==> src/rtl/lifo_master.sv <==
// Command-side initiator for the stack (LIFO) port: turns push/pop commands into stack write/read
// levels and returns the results. Defining LIFO_MASTER_STATS_EN adds the push/pop/error counters.
module lifo_master #(
    parameter int DATA_W    = 10,
    parameter int LIFO_SIZE = 6,
    parameter int TIMEOUT   = 15
) (
    input  logic                             clock,
    input  logic                             reset,
    input  logic                             cmd_valid,
    output logic                             cmd_ready,
    input  logic                             cmd_pop,
    input  logic [DATA_W-1:0]                cmd_data,
    output logic                             rsp_valid,
    input  logic                             rsp_ready,
    output logic [DATA_W-1:0]                rsp_data,
    output logic                             rsp_err,
    output logic                             stk_write,
    output logic                             stk_read,
    output logic [DATA_W-1:0]                stk_datain,
    input  logic                             stk_full,
    input  logic                             stk_val,
    input  logic [DATA_W-1:0]                stk_dataout,
    output logic [$clog2(LIFO_SIZE+1)-1:0]   occupancy
`ifdef LIFO_MASTER_STATS_EN
    ,
    output logic [15:0]                      push_cnt,
    output logic [15:0]                      pop_cnt,
    output logic [15:0]                      err_cnt
`endif
);

    localparam int OCC_W = $clog2(LIFO_SIZE + 1);
    localparam int TMR_W = $clog2(TIMEOUT + 1);
    localparam logic [OCC_W-1:0] OCC_MAX = OCC_W'(LIFO_SIZE);
    localparam logic [TMR_W-1:0] TMR_MAX = TMR_W'(TIMEOUT);

    typedef enum logic [2:0] {
        S_IDLE,
        S_PUSH,
        S_POP,
        S_RESP,
        S_GAP
    } state_t;

    state_t              state_q;
    logic                cmd_ready_q;
    logic                rsp_valid_q;
    logic                rsp_err_q;
    logic [DATA_W-1:0]   rsp_data_q;
    logic                stk_write_q;
    logic                stk_read_q;
    logic [DATA_W-1:0]   stk_datain_q;
    logic [OCC_W-1:0]    occ_q;
    logic [TMR_W-1:0]    timer_q;

    logic                accept_d;
    logic                push_reject_d;
    logic                pop_reject_d;
    logic                pop_expire_d;
    logic [TMR_W-1:0]    timer_d;

    // NOTE: defaults first in always_comb so no path leaves a signal unassigned (no latches).
    always_comb begin
        accept_d      = 1'b0;
        push_reject_d = 1'b0;
        pop_reject_d  = 1'b0;
        timer_d       = timer_q + 1'b1;
        if (state_q == S_IDLE && cmd_valid && cmd_ready_q) begin
            accept_d = 1'b1;
        end
        push_reject_d = stk_full || (occ_q == OCC_MAX);
        pop_reject_d  = (occ_q == '0);
        pop_expire_d  = (state_q == S_POP) && !stk_val && (timer_d == TMR_MAX);
    end

    // NOTE: all state and registered outputs use <= so every update commits together at the edge.
    always_ff @(posedge clock or posedge reset) begin
        if (reset) begin
            state_q      <= S_IDLE;
            cmd_ready_q  <= 1'b0;
            rsp_valid_q  <= 1'b0;
            rsp_err_q    <= 1'b0;
            rsp_data_q   <= '0;
            stk_write_q  <= 1'b0;
            stk_read_q   <= 1'b0;
            stk_datain_q <= '0;
            occ_q        <= '0;
            timer_q      <= '0;
        end else begin
            case (state_q)
                S_IDLE: begin
                    if (accept_d) begin
                        cmd_ready_q <= 1'b0;
                        if (!cmd_pop) begin
                            if (push_reject_d) begin
                                rsp_valid_q <= 1'b1;
                                rsp_err_q   <= 1'b1;
                                rsp_data_q  <= '0;
                                state_q     <= S_RESP;
                            end else begin
                                stk_datain_q <= cmd_data;
                                stk_write_q  <= 1'b1;
                                state_q      <= S_PUSH;
                            end
                        end else if (pop_reject_d) begin
                            rsp_valid_q <= 1'b1;
                            rsp_err_q   <= 1'b1;
                            rsp_data_q  <= '0;
                            state_q     <= S_RESP;
                        end else begin
                            stk_read_q <= 1'b1;
                            timer_q    <= '0;
                            state_q    <= S_POP;
                        end
                    end else begin
                        cmd_ready_q <= 1'b1;
                    end
                end

                S_PUSH: begin
                    stk_write_q <= 1'b0;
                    if (occ_q != OCC_MAX) begin
                        occ_q <= occ_q + 1'b1;
                    end
                    rsp_valid_q <= 1'b1;
                    rsp_err_q   <= 1'b0;
                    rsp_data_q  <= '0;
                    state_q     <= S_RESP;
                end

                S_POP: begin
                    if (stk_val) begin
                        stk_read_q  <= 1'b0;
                        rsp_data_q  <= stk_dataout;
                        rsp_err_q   <= 1'b0;
                        rsp_valid_q <= 1'b1;
                        if (occ_q != '0) begin
                            occ_q <= occ_q - 1'b1;
                        end
                        state_q <= S_RESP;
                    end else if (pop_expire_d) begin
                        // Stack never answered: give up, leave the occupancy mirror untouched.
                        stk_read_q  <= 1'b0;
                        rsp_data_q  <= '0;
                        rsp_err_q   <= 1'b1;
                        rsp_valid_q <= 1'b1;
                        timer_q     <= timer_d;
                        state_q     <= S_RESP;
                    end else begin
                        timer_q <= timer_d;
                    end
                end

                S_RESP: begin
                    if (rsp_ready) begin
                        rsp_valid_q <= 1'b0;
                        rsp_err_q   <= 1'b0;
                        rsp_data_q  <= '0;
                        state_q     <= S_GAP;
                    end
                end

                S_GAP: begin
                    // The stack edge-detects its inputs, so both strobes stay low here for a cycle.
                    cmd_ready_q <= 1'b1;
                    state_q     <= S_IDLE;
                end

                default: begin
                    state_q <= S_IDLE;
                end
            endcase
        end
    end

`ifdef LIFO_MASTER_STATS_EN
    logic [15:0] push_cnt_q;
    logic [15:0] pop_cnt_q;
    logic [15:0] err_cnt_q;
    logic        err_entry_d;

    always_comb begin
        err_entry_d = pop_expire_d ||
                      (accept_d && ((!cmd_pop && push_reject_d) || (cmd_pop && pop_reject_d)));
    end

    always_ff @(posedge clock or posedge reset) begin
        if (reset) begin
            push_cnt_q <= '0;
            pop_cnt_q  <= '0;
            err_cnt_q  <= '0;
        end else begin
            if (state_q == S_PUSH && push_cnt_q != 16'hFFFF) begin
                push_cnt_q <= push_cnt_q + 1'b1;
            end
            if (state_q == S_POP && stk_val && pop_cnt_q != 16'hFFFF) begin
                pop_cnt_q <= pop_cnt_q + 1'b1;
            end
            if (err_entry_d && err_cnt_q != 16'hFFFF) begin
                err_cnt_q <= err_cnt_q + 1'b1;
            end
        end
    end

    assign push_cnt = push_cnt_q;
    assign pop_cnt  = pop_cnt_q;
    assign err_cnt  = err_cnt_q;
`endif

    assign cmd_ready  = cmd_ready_q;
    assign rsp_valid  = rsp_valid_q;
    assign rsp_err    = rsp_err_q;
    assign rsp_data   = rsp_data_q;
    assign stk_write  = stk_write_q;
    assign stk_read   = stk_read_q;
    assign stk_datain = stk_datain_q;
    assign occupancy  = occ_q;

endmodule

==> config.mk <==
export PLATFORM = sky130hd
export DESIGN_NAME = lifo_master
export DESIGN_NICKNAME = d
export VERILOG_FILES = /design/src/rtl/lifo_master.sv
export SDC_FILE = /design/constraint.sdc
export NUM_CORES = 1
export LEC_CHECK = 0
export ABC_AREA = 1
export CAP_MARGIN = 5
export CORE_ASPECT_RATIO = 1.4
export CORE_MARGIN = 2
export CORE_UTILIZATION = 46
export CTS_CLUSTER_DIAMETER = 100
export DETAILED_ROUTE_END_ITERATION = 7
export PLACE_DENSITY = 0.89
export SLEW_MARGIN = 25
export SYNTH_ARGS = -nofsm -noshare
export SYNTH_HDL_FRONTEND = slang
export SYNTH_SLANG_ARGS = --single-unit
==> constraint.sdc <==
create_clock -name clock -period 1.8 [get_ports clock]
set_input_delay 0.36 -clock clock [delete_from_list [all_inputs] [get_ports clock]]
set_output_delay 0.36 -clock clock [all_outputs]
set_load 0.005 [all_outputs]
==> impl_metrics.json, run 1 <==
{
  "status": "finished clean",
  "numPortBuffers": 54,
  "grt.met2_usage_pct": 32.0,
  "viasPerCell": 4.92,
  "coreArea_mm2": 0.00368,
  "layout_min_cycle_time_ns": 1.59,
  "rsz0062_at_grt": "no",
  "use_met1_pct": 22.3,
  "antenna_left": 0,
  "n_antenna_cell": 0,
  "cts_root_buf": "clkbuf_8",
  "synth_top_family_by_area": "simple AND/OR/NAND/NOR gates",
  "numCtsBuffers": 5,
  "tightest_slew_ns": 0.437,
  "netlist_top_cells_area": "dfrtp_1 (49%), nand2_1 (10%), mux2_4 (7.6%), inv_1 (7.0%), o21bai_1 (5.1%)",
  "clkLatencyLatePin_ns": 0.28,
  "path_clk_slew_ns": 0.07,
  "hold_violations": 0,
  "dieArea_mm2": 0.00439,
  "grt_max_degree": 36,
  "final_cell_area_mm2": 0.00248,
  "synth-seq-area-share_pct": 49.3,
  "endpoint_kind": "output pin",
  "antenna_found_initial": 0,
  "die_w_um": 56.5,
  "syn-cell-area_mm2": 0.00178,
  "avgRoutedWirePerCell_um": 12.8,
  "synth_edf_count": 0,
  "post-route-period-util_pct": 88.5,
  "avgSynthCellArea_um2": 9.26,
  "synth-compound-area-share_pct": 10.1,
  "nNetsFinal": 285,
  "vias": 1466,
  "hold_path_class": "primary input to asynchronous set/reset pin",
  "cp.buffers_inverters": 1,
  "hpwl_mm": 2.89,
  "area_growth_pct": 39.7,
  "drv_slew": 0,
  "layout_setup_ws_ns": 0.207,
  "first_iter_violations": 52,
  "routed_wl_mm": 3.83,
  "crit_path_max_incr_delay_ns": 0.53,
  "relSlewSlack_pct": 70.9,
  "place_congestion": 0.805,
  "first_pass_iters": 4,
  "synthAdderAreaFrac_pct": 2.53,
  "crit_family": "buffers and inverters",
  "clock_skew_ns": 0.00628,
  "htree_levels": 2,
  "path_max_fanout": 5,
  "overflow": 0,
  "cts_setup_buffers": 0,
  "fin_util_pct": 67.6,
  "row_count": 26,
  "yosys.area_share.simple_pct": 20.4,
  "syn_inst": 192,
  "grt_pass1_wl_mm": 6.63,
  "ir_drop_uv": 1100,
  "worstPathCellList": "clkdlybuf4s50_1",
  "synth_seq_cells": 35,
  "grt_usage_pct": 18.7,
  "ys_warn_count": 0,
  "synth_commonest_cells": "nand2_1 (48), dfrtp_1 (35), inv_1 (33)",
  "multi_input_area_um2": 756,
  "arrival_ns": 1.23,
  "synth.top_cell.area_share_pct": 49.3,
  "clkSinkCount": 35,
  "grt_pass1_vias": 1560,
  "power.density_mw_per_mm2": 1700,
  "setup_viol": 0,
  "synth.distinct_cells": 26,
  "setup_tns_ns": 0,
  "synth_xor_area_share_pct": 0.985,
  "syn-num-nets": 222,
  "critPathLaunchType": "flip-flop",
  "synth_most_common_cell": "nand2_1",
  "cts_tree": "yes",
  "yosysTopAreaCell": "dfrtp_1",
  "cts_buffer_depth": 2,
  "post-route-drc-count": 0,
  "grt_busiest_layer": "met2",
  "fill_cells": 295,
  "synthFlopType": "dfrtp_1",
  "cp_slowest_cell": "clkdlybuf4s50_1",
  "maxCapViolations": 0,
  "hold_buffers": 0,
  "leakagePower_nw": 1.26,
  "async_flop_share_pct": 100,
  "synth_mux_area_share_pct": 8.23,
  "met3_usage_pct": 5.83,
  "start_util_pct": 48.4,
  "drive_above_1_share_pct": 12.9,
  "crit_type": "flip-flop to output pin",
  "pre_cts_ws_ns": 0.0390,
  "fmax_mhz": 628,
  "dieHeight_um": 77.6,
  "critPathRequiredTime_ns": 1.44,
  "io_pins": 55,
  "place_area_mm2": 0.00239,
  "seqCellArea_um2": 876
}
through the flow:
stage | instances | power [mW] | hold WS [ns]
CTS | 298 | 4.26 | 0.479
global route | 298 | 4.57 | 0.522
detailed placement | 290 | 3.67 | 0.471
global placement | 290 | 3.58 | 0.459
floorplan | 192 | 2.72 | 0.465
finish | 298 | 4.22 | 0.471
placed cells by master (no fill, tap or decap), types with 2 or more instances in the layout:
master            n
dfrtp_1          35
buf_4             4
o21bai_1         12
nor2_1            9
o21ai_0           7
inv_1            33
nand2_2           3
ha_1              2
nand2_4           2
xor2_1            2
nor2_4            4
clkbuf_8          5
a21oi_1           4
a31oi_1           2
nand2_1          48
nor3_1            2
clkdlybuf4s50_1  54
nand3_1           7
mux2_4            9
cell families after synthesis:
logic type,after synthesis
fa+ha+maj,3
simple gates,78
compound gates,28
buf+inv,36
flops,35
mux,10
xor+xnor,2
state kept, by name, indices dropped and copies added (netlist names):
signal      count
rsp_valid       1
stk_write       1
state_q         3
stk_read        1
occupancy       3
rsp_err         1
timer_q         4
stk_datain     10
rsp_data       10
cmd_ready       1
power breakdown:
| part | total [mW] | internal, mW | switching (mW) |
|---|---|---|---|
| sequential | 1.43 | 1.15 | 0.274 |
| clock | 0.553 | 0.270 | 0.282 |
| combinational | 2.24 | 1.16 | 1.08 |
| total | 4.22 | 2.59 | 1.63 |
what timing repair did:
| action | in CTS | in global routing |
|---|---|---|
| gates resized for setup | 0 | 1 |
| endpoints found under the setup margin | 0 | 1 |
| endpoints found under the hold margin | 0 | 0 |
routing by layer:
| layer | share of wire [%] | up-vias |
|---|---|---|
| li1 | - | 728 |
| met1 | 41 | 690 |
| met2 | 53 | 46 |
| met3 | 5.5 | 2 |
| met4 | 0.44 | 0 |
| met5 | 0 | - |
area by class of cell:
class,instances,area share [%]
inverters,33,4.99
flip-flops and latches,35,35.3
well taps,42,2.12
multi-input cells,121,30.4
repair buffers,59,23.8
clock inverters,2,0.504
clock buffers,6,2.92
tightest hold or removal path, delay by kind of cell:
kind / cells / cell delay [ns]
buffers and inverters: 3 / 0.82
path summary, 6_finish.rpt:
path / from / endpoint / slack, ns / cells after the start
worst max-delay path: occupancy[1]$_DFFE_PP0P_ / occupancy[1] / 0.21 / 1
worst min-delay path: reset / stk_datain[2]$_DFFE_PP0P_ / 0.47 / 3
worst min register to register: stk_write$_DFFE_PP0P_ / stk_write$_DFFE_PP0P_ / 0.48 / 2
min in group clock: stk_write$_DFFE_PP0P_ / stk_write$_DFFE_PP0P_ / 0.48 / 2
max in group asynchronous: reset / state_q[1]$_DFFE_PP0P_ / 1.02 / 3
worst max register to register: state_q[2]$_DFFE_PP0P_ / occupancy[2]$_DFFE_PP0P_ / 0.23 / 7
(Power assumes the default switching activity.)
==> run 2: changes to the inputs <==
--- a/config.mk
+++ b/config.mk
@@ -17,3 +17,4 @@
 export SYNTH_ARGS = -nofsm -noshare
 export SYNTH_HDL_FRONTEND = slang
 export SYNTH_SLANG_ARGS = --single-unit
+export TNS_END_PERCENT = 30
==> results of run 2 <==
The final DEF is identical to that of run 1; final timing and power are the same.
==> run 3: changes to the inputs <==
--- a/config.mk
+++ b/config.mk
@@ -9,10 +9,11 @@
 export CAP_MARGIN = 5
 export CORE_ASPECT_RATIO = 1.4
 export CORE_MARGIN = 2
-export CORE_UTILIZATION = 46
+export CORE_UTILIZATION = 52
 export CTS_CLUSTER_DIAMETER = 100
 export DETAILED_ROUTE_END_ITERATION = 7
-export PLACE_DENSITY = 0.89
+export DONT_BUFFER_PORTS = 1
+export PLACE_DENSITY = 0.77
 export SLEW_MARGIN = 25
 export SYNTH_ARGS = -nofsm -noshare
 export SYNTH_HDL_FRONTEND = slang
==> impl_metrics.json, run 3 (synthesis results as in run 1) <==
{
  "start_util_pct": 53.6,
  "cts_tree": "yes",
  "first_iter_violations": 17,
  "post-route-drc-count": 0,
  "dieHeight_um": 73.2,
  "status": "finished clean",
  "viasPerCell": 5.05,
  "layout_min_cycle_time_ns": 1.62,
  "tightest_slew_ns": 0.443,
  "maxCapViolations": 0,
  "numCtsBuffers": 5,
  "grt_usage_pct": 20.5,
  "routed_wl_mm": 3.28,
  "rsz0062_at_grt": "no",
  "mostFrequentLayoutCells": "nand2_1 (47), dfrtp_1 (35), inv_1 (33)",
  "io_pins": 55,
  "drive_above_1_share_pct": 16.1,
  "hpwl_mm": 2.42,
  "cts_root_buf": "clkbuf_8",
  "setup_tns_ns": 0,
  "arrival_ns": 1.81,
  "die_w_um": 53.4,
  "first_pass_iters": 4,
  "cts_setup_buffers": 0,
  "row_count": 25,
  "fin_util_pct": 58.2,
  "clkLatencyLatePin_ns": 0.30,
  "relSlewSlack_pct": 70.5,
  "critPathRequiredTime_ns": 1.99,
  "path_max_fanout": 11,
  "vias": 1208,
  "final_common_cell": "nand2_1",
  "avgRoutedWirePerCell_um": 13.7,
  "clock_skew_ns": 0.0104,
  "numPortBuffers": 0,
  "dp.cells": 231,
  "reg2regPathDepth": 6,
  "overflow": 0,
  "grt_pass1_vias": 1262,
  "power.density_mw_per_mm2": 1930,
  "rrSetupSlack_ns": 0.18,
  "r2r-start": "occupancy[0]$_DFFE_PP0P_",
  "leakagePower_nw": 1.05,
  "nNetsFinal": 228,
  "coreArea_mm2": 0.00332,
  "place_congestion": 0.803,
  "antenna_found_initial": 0,
  "grt_max_degree": 36,
  "setup_viol": 0,
  "hold_violations": 0,
  "dieArea_mm2": 0.00391,
  "critPathLaunchType": "flip-flop",
  "fin_cells": 239,
  "path_clk_slew_ns": 0.08,
  "htree_levels": 2,
  "antenna_left": 0,
  "hold_path_class": "primary input to asynchronous set/reset pin",
  "cts_buffer_depth": 2,
  "total_power_mw": 3.73,
  "clkSinkCount": 35,
  "ir_drop_uv": 933,
  "area_growth_pct": 8.59,
  "crit_type": "flip-flop to flip-flop",
  "whs_ns": 0.0465,
  "drv_slew": 0,
  "fmax_mhz": 616,
  "n_antenna_cell": 0,
  "endpoint_kind": "flip-flop",
  "post-route-period-util_pct": 90.1,
  "grt_pass1_wl_mm": 5.72,
  "r2r_end": "stk_datain[8]$_DFFE_PP0P_"
}
==> run 3: changes by cell type in the layout (fill, tap and decap cells not counted), sizes merged <==
| cell | previous run | this run |
|---|---|---|
| buf | 5 | 2 |
| bufinv | 0 | 1 |
| clkbuf | 6 | 5 |
| clkdlybuf4s50 | 54 | 0 |
| clkinv | 1 | 2 |
| clkinvlp | 1 | 0 |
==> run 3: cell type report <==
type,count,area (um2)
inverter,33,124
tap,40,50.0
timing repair buffer,2,15.0
clock inverter,3,43.8
fill,296,1390
clock buffer,5,68.8
multi-input combinational,121,753
sequential,35,876
==> run 3: layer usage <==
metal	GRT usage [%]	vias up	wire length [um]	share of wire [%]
met5	0	-	0	0
met1	24.3	560	1330	40
li1	-	610	-	-
met4	9.40	0	76	2.3
met2	33.5	31	1710	52
met3	5.94	7	162	4.9
==> run 3: worst max path at each step <==
stage	endpoint	start	cells past startpoint
final	stk_datain[8]$_DFFE_PP0P_	occupancy[0]$_DFFE_PP0P_	6
after global routing	rsp_data[8]$_DFFE_PP0P_	timer_q[1]$_DFFE_PP0P_	10
after CTS	stk_datain[8]$_DFFE_PP0P_	occupancy[0]$_DFFE_PP0P_	6
after detailed placement	stk_datain[8]$_DFFE_PP0P_	occupancy[0]$_DFFE_PP0P_	6
after global placement	stk_datain[8]$_DFFE_PP0P_	occupancy[0]$_DFFE_PP0P_	6
after floorplan	occupancy[2]$_DFFE_PP0P_	state_q[2]$_DFFE_PP0P_	7
==> run 3: power breakdown <==
group | internal, mW | switching (mW)
Sequential | 1.15 | 0.329
Combinational | 0.634 | 0.899
Clock | 0.412 | 0.297
==> run 3: stage by stage <==
step,area (um2),worst slack [ns]
floorplan,1780,0.240
global placement,1820,0.210
detailed placement,1820,0.162
CTS,1930,0.158
global route,1930,0.0258
finish,1930,0.177
==> run 3: repair_timing <==
item | in CTS | in global routing
hold buffers | 0 | 0
gates resized for setup | 0 | 1
endpoints found under the setup margin | 0 | 6
==> run 3: worst max-delay path: stages (launching register included) <==
cell and delay [ns]:
dfrtp_1 0.43, inv_1 0.14, nand3_1 0.11, nand2_1 0.12, inv_1 0.08, nand2_2 0.27
mux2_2 0.37
